<file path="src/rtl/mux_scan_ctrl_pkg.sv">
// Shared definitions for the mux scan sequencer: FSM state encodings and defaults.
// Latency: n/a (constants only).
// Backpressure: n/a.
package mux_scan_ctrl_pkg;

    // Default select width; N = 2**SEL_W mux inputs.
    localparam int SCAN_SEL_W_DEF = 4;

    // FSM state encodings (2-bit, legacy-compatible values).
    localparam logic [1:0] ST_IDLE   = 2'd0;
    localparam logic [1:0] ST_SAMPLE = 2'd1;
    localparam logic [1:0] ST_WAIT   = 2'd2;
    localparam logic [1:0] ST_DONE   = 2'd3;

endpackage

</file>
<file path="src/rtl/mux_scan_ctrl_if.sv">
// Bundle between the scan sequencer, the external mux and the downstream bit consumer.
// Latency: n/a (wires only).
// Backpressure: bit_valid/bit_ready handshake; a bit transfers when both are high.
//
// Signals:
//   sel       select driven to the mux (sequencer -> mux)
//   y_in      mux output Y (mux -> sequencer)
//   bit_out   sampled bit (sequencer -> consumer)
//   bit_valid bit_out holds a valid bit (sequencer -> consumer)
//   bit_ready consumer accepts bit_out (consumer -> sequencer)
interface mux_scan_ctrl_if #(
    parameter int SEL_W = 4
);
    logic [SEL_W-1:0] sel;
    logic             y_in;
    logic             bit_out;
    logic             bit_valid;
    logic             bit_ready;

    // Sequencer side.
    modport master (
        output sel,
        output bit_out,
        output bit_valid,
        input  y_in,
        input  bit_ready
    );

    // Mux/consumer side.
    modport slave (
        input  sel,
        input  bit_out,
        input  bit_valid,
        output y_in,
        output bit_ready
    );
endinterface

</file>
<file path="src/rtl/mux_scan_cnt.sv">
// Load/step select counter for the scan sequencer; flags the last index of the walk.
// Latency: count updates one cycle after load/step; at_last is a decode of the register.
// Backpressure: none; holds its value whenever neither load nor step is asserted.
//
// Ports:
//   clk, rst_n  clock, async active-low reset (count -> 0)
//   i_load      load the first index (0 when counting up, N-1 when counting down)
//   i_step      advance one position in the walk direction
//   i_up        1: walk 0..N-1, 0: walk N-1..0
//   o_cnt       current index (registered)
//   o_at_last   current index is the final one of the walk
module mux_scan_cnt #(
    parameter int SEL_W = 4
) (
    input  logic             clk,
    input  logic             rst_n,
    input  logic             i_load,
    input  logic             i_step,
    input  logic             i_up,
    output logic [SEL_W-1:0] o_cnt,
    output logic             o_at_last
);
    localparam logic [SEL_W-1:0] LP_MAX = '1;
    localparam logic [SEL_W-1:0] LP_ONE = {{(SEL_W-1){1'b0}}, 1'b1};

    logic [SEL_W-1:0] r_cnt;

    always_ff @(posedge clk or negedge rst_n) begin
        if (!rst_n) begin
            r_cnt <= '0;
        end else if (i_load) begin
            r_cnt <= i_up ? '0 : LP_MAX;
        end else if (i_step) begin
            // Caller never steps past the last index, so no wrap occurs within a scan.
            r_cnt <= i_up ? (r_cnt + LP_ONE) : (r_cnt - LP_ONE);
        end
    end

    assign o_cnt     = r_cnt;
    assign o_at_last = i_up ? (r_cnt == LP_MAX) : (r_cnt == '0);
endmodule

</file>
<file path="src/rtl/mux_scan_ctrl.sv">
// Sequencer around an external 2**SEL_W:1 mux: walks sel, samples Y, streams each bit out.
// Latency: 2 cycles per bit (SAMPLE + WAIT) plus downstream stall; done one cycle after last accept.
// Backpressure: bit_out/sel held stable in WAIT until bit_ready; no bit is dropped.
//
// Ports:
//   clk, rst_n   clock, async active-low reset
//   i_start      begin one scan (only honoured in IDLE, and not together with i_abort)
//   i_abort      cancel scan in progress; partial captured word is kept
//   bus          master side of mux_scan_ctrl_if (sel, y_in, bit_out, bit_valid, bit_ready)
//   o_busy       high in every state except IDLE
//   o_done       one-cycle pulse after the final bit is accepted
//   o_captured   rebuilt word; bit k = value sampled from mux input k
module mux_scan_ctrl
    import mux_scan_ctrl_pkg::*;
#(
    parameter int SEL_W     = SCAN_SEL_W_DEF,
    parameter bit LSB_FIRST = 1'b1
) (
    input  logic                  clk,
    input  logic                  rst_n,
    input  logic                  i_start,
    input  logic                  i_abort,
    mux_scan_ctrl_if.master       bus,
    output logic                  o_busy,
    output logic                  o_done,
    output logic [(1<<SEL_W)-1:0] o_captured
);
    logic [1:0]             r_state;
    logic                   r_bit;
    logic                   r_vld;
    logic [(1<<SEL_W)-1:0]  r_cap;

    logic [SEL_W-1:0]       w_sel;
    logic                   w_at_last;
    logic                   w_load;
    logic                   w_step;

    // Load the first index on an accepted start; step only on a handshake that
    // is not the final one, so sel keeps the last index after the scan.
    assign w_load = (r_state == ST_IDLE) && i_start && !i_abort;
    assign w_step = (r_state == ST_WAIT) && !i_abort && bus.bit_ready && !w_at_last;

    mux_scan_cnt #(
        .SEL_W (SEL_W)
    ) u_cnt (
        .clk       (clk),
        .rst_n     (rst_n),
        .i_load    (w_load),
        .i_step    (w_step),
        .i_up      (LSB_FIRST),
        .o_cnt     (w_sel),
        .o_at_last (w_at_last)
    );

    always_ff @(posedge clk or negedge rst_n) begin
        if (!rst_n) begin
            r_state <= ST_IDLE;
            r_bit   <= 1'b0;
            r_vld   <= 1'b0;
            r_cap   <= '0;
        end else begin
            case (r_state)
                ST_IDLE: begin
                    if (i_start && !i_abort) begin
                        r_cap   <= '0;
                        r_state <= ST_SAMPLE;
                    end
                end
                ST_SAMPLE: begin
                    // Abort wins over the sample: the in-flight bit is not captured.
                    if (i_abort) begin
                        r_state <= ST_IDLE;
                    end else begin
                        r_bit        <= bus.y_in;
                        r_cap[w_sel] <= bus.y_in;
                        r_vld        <= 1'b1;
                        r_state      <= ST_WAIT;
                    end
                end
                ST_WAIT: begin
                    // bit_valid is always high here, so bit_ready alone completes the handshake.
                    if (i_abort) begin
                        r_vld   <= 1'b0;
                        r_state <= ST_IDLE;
                    end else if (bus.bit_ready) begin
                        r_vld   <= 1'b0;
                        r_state <= w_at_last ? ST_DONE : ST_SAMPLE;
                    end
                end
                ST_DONE: begin
                    r_state <= ST_IDLE;
                end
                default: begin
                    r_state <= ST_IDLE;
                end
            endcase
        end
    end

    // All outputs are register or register decodes: no path from y_in/bit_ready.
    assign bus.sel       = w_sel;
    assign bus.bit_out   = r_bit;
    assign bus.bit_valid = r_vld;
    assign o_busy        = (r_state != ST_IDLE);
    assign o_done        = (r_state == ST_DONE);
    assign o_captured    = r_cap;
endmodule
</file>
<file path="src/flat_wrapper.sv">
// flat-port wrapper written by rule: the top's interface ports become plain ports
module mux_scan_ctrl_flat import mux_scan_ctrl_pkg::*;
#(
    parameter int SEL_W     = SCAN_SEL_W_DEF,
    parameter bit LSB_FIRST = 1'b1
)
  (clk, rst_n, i_start, i_abort, o_busy, o_done, o_captured, bus_sel, bus_bit_out, bus_bit_valid, bus_y_in, bus_bit_ready);
  mux_scan_ctrl_if #(.SEL_W(SEL_W)) bus_i ();
  input  logic clk;
  input  logic rst_n;
  input  logic i_start;
  input  logic i_abort;
  output logic o_busy;
  output logic o_done;
  output logic [(1<<SEL_W)-1:0] o_captured;
  output wire logic [$bits(bus_i.sel)-1:0] bus_sel;
  output wire logic [$bits(bus_i.bit_out)-1:0] bus_bit_out;
  output wire logic [$bits(bus_i.bit_valid)-1:0] bus_bit_valid;
  input wire logic [$bits(bus_i.y_in)-1:0] bus_y_in;
  input wire logic [$bits(bus_i.bit_ready)-1:0] bus_bit_ready;
  assign bus_sel = bus_i.sel;
  assign bus_bit_out = bus_i.bit_out;
  assign bus_bit_valid = bus_i.bit_valid;
  assign bus_i.y_in = bus_y_in;
  assign bus_i.bit_ready = bus_bit_ready;
  mux_scan_ctrl #(.SEL_W(SEL_W), .LSB_FIRST(LSB_FIRST)) u_core (.clk(clk), .rst_n(rst_n), .i_start(i_start), .i_abort(i_abort), .bus(bus_i), .o_busy(o_busy), .o_done(o_done), .o_captured(o_captured));
endmodule
</file>
<file path="config.mk">
export PLATFORM = sky130hd
export DESIGN_NAME = mux_scan_ctrl_flat
export DESIGN_NICKNAME = d
export VERILOG_FILES = /design/src/rtl/mux_scan_ctrl_pkg.sv /design/src/rtl/mux_scan_ctrl_if.sv /design/src/rtl/mux_scan_cnt.sv /design/src/rtl/mux_scan_ctrl.sv /design/src/flat_wrapper.sv
export SDC_FILE = /design/constraint.sdc
export NUM_CORES = 1
export LEC_CHECK = 0
export CAP_MARGIN = 20
export CORE_MARGIN = 8
export CORE_UTILIZATION = 40
export CTS_BUF_LIST = sky130_fd_sc_hd__clkbuf_4 sky130_fd_sc_hd__clkbuf_8
export DETAILED_ROUTE_END_ITERATION = 6
export PLACE_DENSITY = 0.63
export SETUP_SLACK_MARGIN = 0.15
export SLEW_MARGIN = 20
export SYNTH_ARGS = -nofsm -noshare
export SYNTH_HDL_FRONTEND = slang
export SYNTH_SLANG_ARGS = --single-unit
export TNS_END_PERCENT = 50
</file>
<file path="constraint.sdc">
create_clock -name clk -period 2.65 [get_ports clk]
set_clock_uncertainty 0.1 [all_clocks]
set_input_delay 0.3975 -clock clk [delete_from_list [all_inputs] [get_ports clk]]
set_output_delay 0.3975 -clock clk [all_outputs]
set_load 0.05 [all_outputs]
</file>
==> run summary <==
Crit Path Class: flip-flop to output port
Status: completed
Sequential-to-total area share from yosys stat: 42.8%
H-Tree Level Count: 1
Largest net degree at the start of global routing: 28
Setup WS pre-CTS: 583 ps
# port buffers: 29
TritonCTS Buffers: 3
Chip width: 75.2 um
Final setup fails: 0
Crit path capture type: output port
Clock Pin Slew Worst Setup and Hold Paths: 120 ps
Top-area cell type share of the netlist area: 42.8%
RSZ-0062 raised after global routing: no
Setup TNS: 0 ps
Global-route wire length before repair: 5880 um
Share of layout cells above drive strength 1: 9.09%
Hold-fix buffers, CTS: 0
Synthesis-to-layout area growth: 25.3%
Routed wire length: 3420 um
Worst-Margin Slew: 653 ps
Synth Instances: 149
All-Layer GR Usage: 13.4%
Total number of yosys warnings: 0
LEAKAGE: 0.000653 uW
Total power: 710 uW
Core area: 3360 um^2
Full die area: 5660 um^2
N_diodes: 0
Tcrit/Tclk final: 83.2%
Register area: 601 um^2
Post-CTS Setup Bufs: 0
Drt initial violations: 97
Fill cells: 347
Crit path launch: u_core.r_state[1]$_DFFE_PN0P_
Max Root-Sink Buffers: 2
Vias in the first global route: 1,225
DPL Wire Length: 2460 um
Vias: 1,272
End of the critical path: o_busy
Synth area leader: dfrtp_1
Final global-route overflow total: 0
Initial antenna violation count: 0
IR drop worst, VDD: 0.000257 V
Clk Latency, worst-skew pair: 310 ps
DR pass1 iterations: 4
Footprint of the multi-input gates: 657 um^2
Top Ports: 30
Final Max Tran Viols: 0
Startpoint Class: flip-flop
CP Max Fanout: 3
Unique cell type count in the Yosys netlist: 28
Routability cong.: 0.848
Antenna-violating nets left: 0
Syn Area/Cell: 9.42 um^2
Most frequent cells after synthesis: dfrtp_1, inv_1, o22ai_1
Primary FF master, synth: dfrtp_1
FF-to-FF End: u_core.o_captured[1]$_DFFE_PN0P_
Fin crit period: 2210 ps
Number of synthesized register bits: 24
DR WL/cell: 15.4 um
Die H: 75.2 um
Post-synth ARST share: 100%
Drt drc: 0
FF-to-FF setup slack: 620 ps
HP Class: input pin to asynchronous set/reset pin
Post-Syn Area: 1400 um^2
FMAX: 453 MHz
Pwr dens: 404 nW/um^2
EDFF count, synth: 0
Max-cap violations: 0
CTS tree: yes
Fin nets: 188
R2r worst-path depth: 5
Required time of the worst setup path: 2150 ps
Final Hold Fails: 0
Initial Util: 41.7%
Row count: 21
Count leader, synth: dfrtp_1
Synth area leaders: dfrtp_1, a2111oi_0, o22ai_1
R2r startpoint: u_core.u_cnt.o_cnt[1]$_DFFE_PN0P_
Clock sink total: 24
Worst path arrival time: 1710 ps
Fin worst setup slack: 444 ps
Post-CTS Resized: 0
Vias per cell: 5.73
Slew HR: 55.8%
Root buffer cell: clkbuf_4
Syn nets: 159
[metal layers]
layer | track usage [%] | wire length, um | vias up
met1 | 17.4 | 1520 | 613
met2 | 20.7 | 1620 | 47
met3 | 3.73 | 229 | 5
li1 | - | - | 607
met5 | 0 | 0 | -
met4 | 4.48 | 49 | 0
[registers in the layout, summed over array words and instances, names as in the netlist]
name and flops:
u_core.bus.bit_out 1, u_core.bus.bit_valid 1, u_core.o_captured 16, u_core.r_state 2
u_core.u_cnt.o_cnt 4
[cells by family (layout without fill, tap and decap cells)]
logic type	count (synthesis)	count (layout)	synth area share, %
compound gates	44	44	22.4
simple gates	42	42	19.4
buf+inv	33	60	10.4
fa+ha+maj	4	4	3.57
mux	2	2	1.43
flops	24	24	42.8
[cell usage in the layout, fill, tap and decap left out, types with 5 or more instances in the layout]
cell type and instances:
o21ai_0 5, a2111oi_0 15, clkdlybuf4s50_1 29, a21oi_1 5
o22ai_1 16, nand2_1 6, nand3b_1 8, nand3_1 7
dfrtp_1 24, inv_1 21, buf_4 7
[where the power goes]
part	leakage [uW]	internal, uW	switching (uW)	total (uW)
combinational	0.000312	58.6	107	166
clock	0.0000138	53.3	104	158
sequential	0.000327	378	8.50	387
total	0.000653	490	220	710
[cell type report]
class                   count  share of cell area [%]
repair buffers             36                    19.5
inverters                  21                    4.48
multi-input cells          92                    37.3
well taps                  46                    3.27
clock buffers               3                    1.28
flip-flops and latches     24                    34.1
[stage by stage]
step / cell area [um^2] / instances / hold slack [ps] / util [%]
final: 1760 / 222 / 319 / 52.3
after detailed placement: 1740 / 219 / 408 / 51.6
after floorplan: 1400 / 149 / 1.91 / -
after global placement: 1740 / 219 / 402 / 51.6
after CTS: 1760 / 222 / 325 / 52.3
after global routing: 1760 / 222 / 345 / 52.3
[worst max-delay path, stage by stage, from the launching register on]
cell,delay (ps)
dfrtp_1,410
or2_2,290
clkdlybuf4s50_1,700
[how the worst min path moves through the flow]
stage / from / endpoint / slack (ps) / cells after the start
3_3_place_gp: u_core.bus.bit_out$_DFFE_PN0P_ / u_core.bus.bit_out$_DFFE_PN0P_ / 400 / 2
6_report: rst_n / u_core.o_captured[0]$_DFFE_PN0P_ / 320 / 2
4_1_cts: rst_n / u_core.o_captured[0]$_DFFE_PN0P_ / 320 / 2
5_1_grt: rst_n / u_core.o_captured[7]$_DFFE_PN0P_ / 350 / 2
3_5_place_dp: u_core.o_captured[3]$_DFFE_PN0P_ / u_core.o_captured[3]$_DFFE_PN0P_ / 410 / 2
2_1_floorplan: rst_n / u_core.bus.bit_out$_DFFE_PN0P_ / 2 / 0
Note: power is estimated with default switching activity, not from simulation.
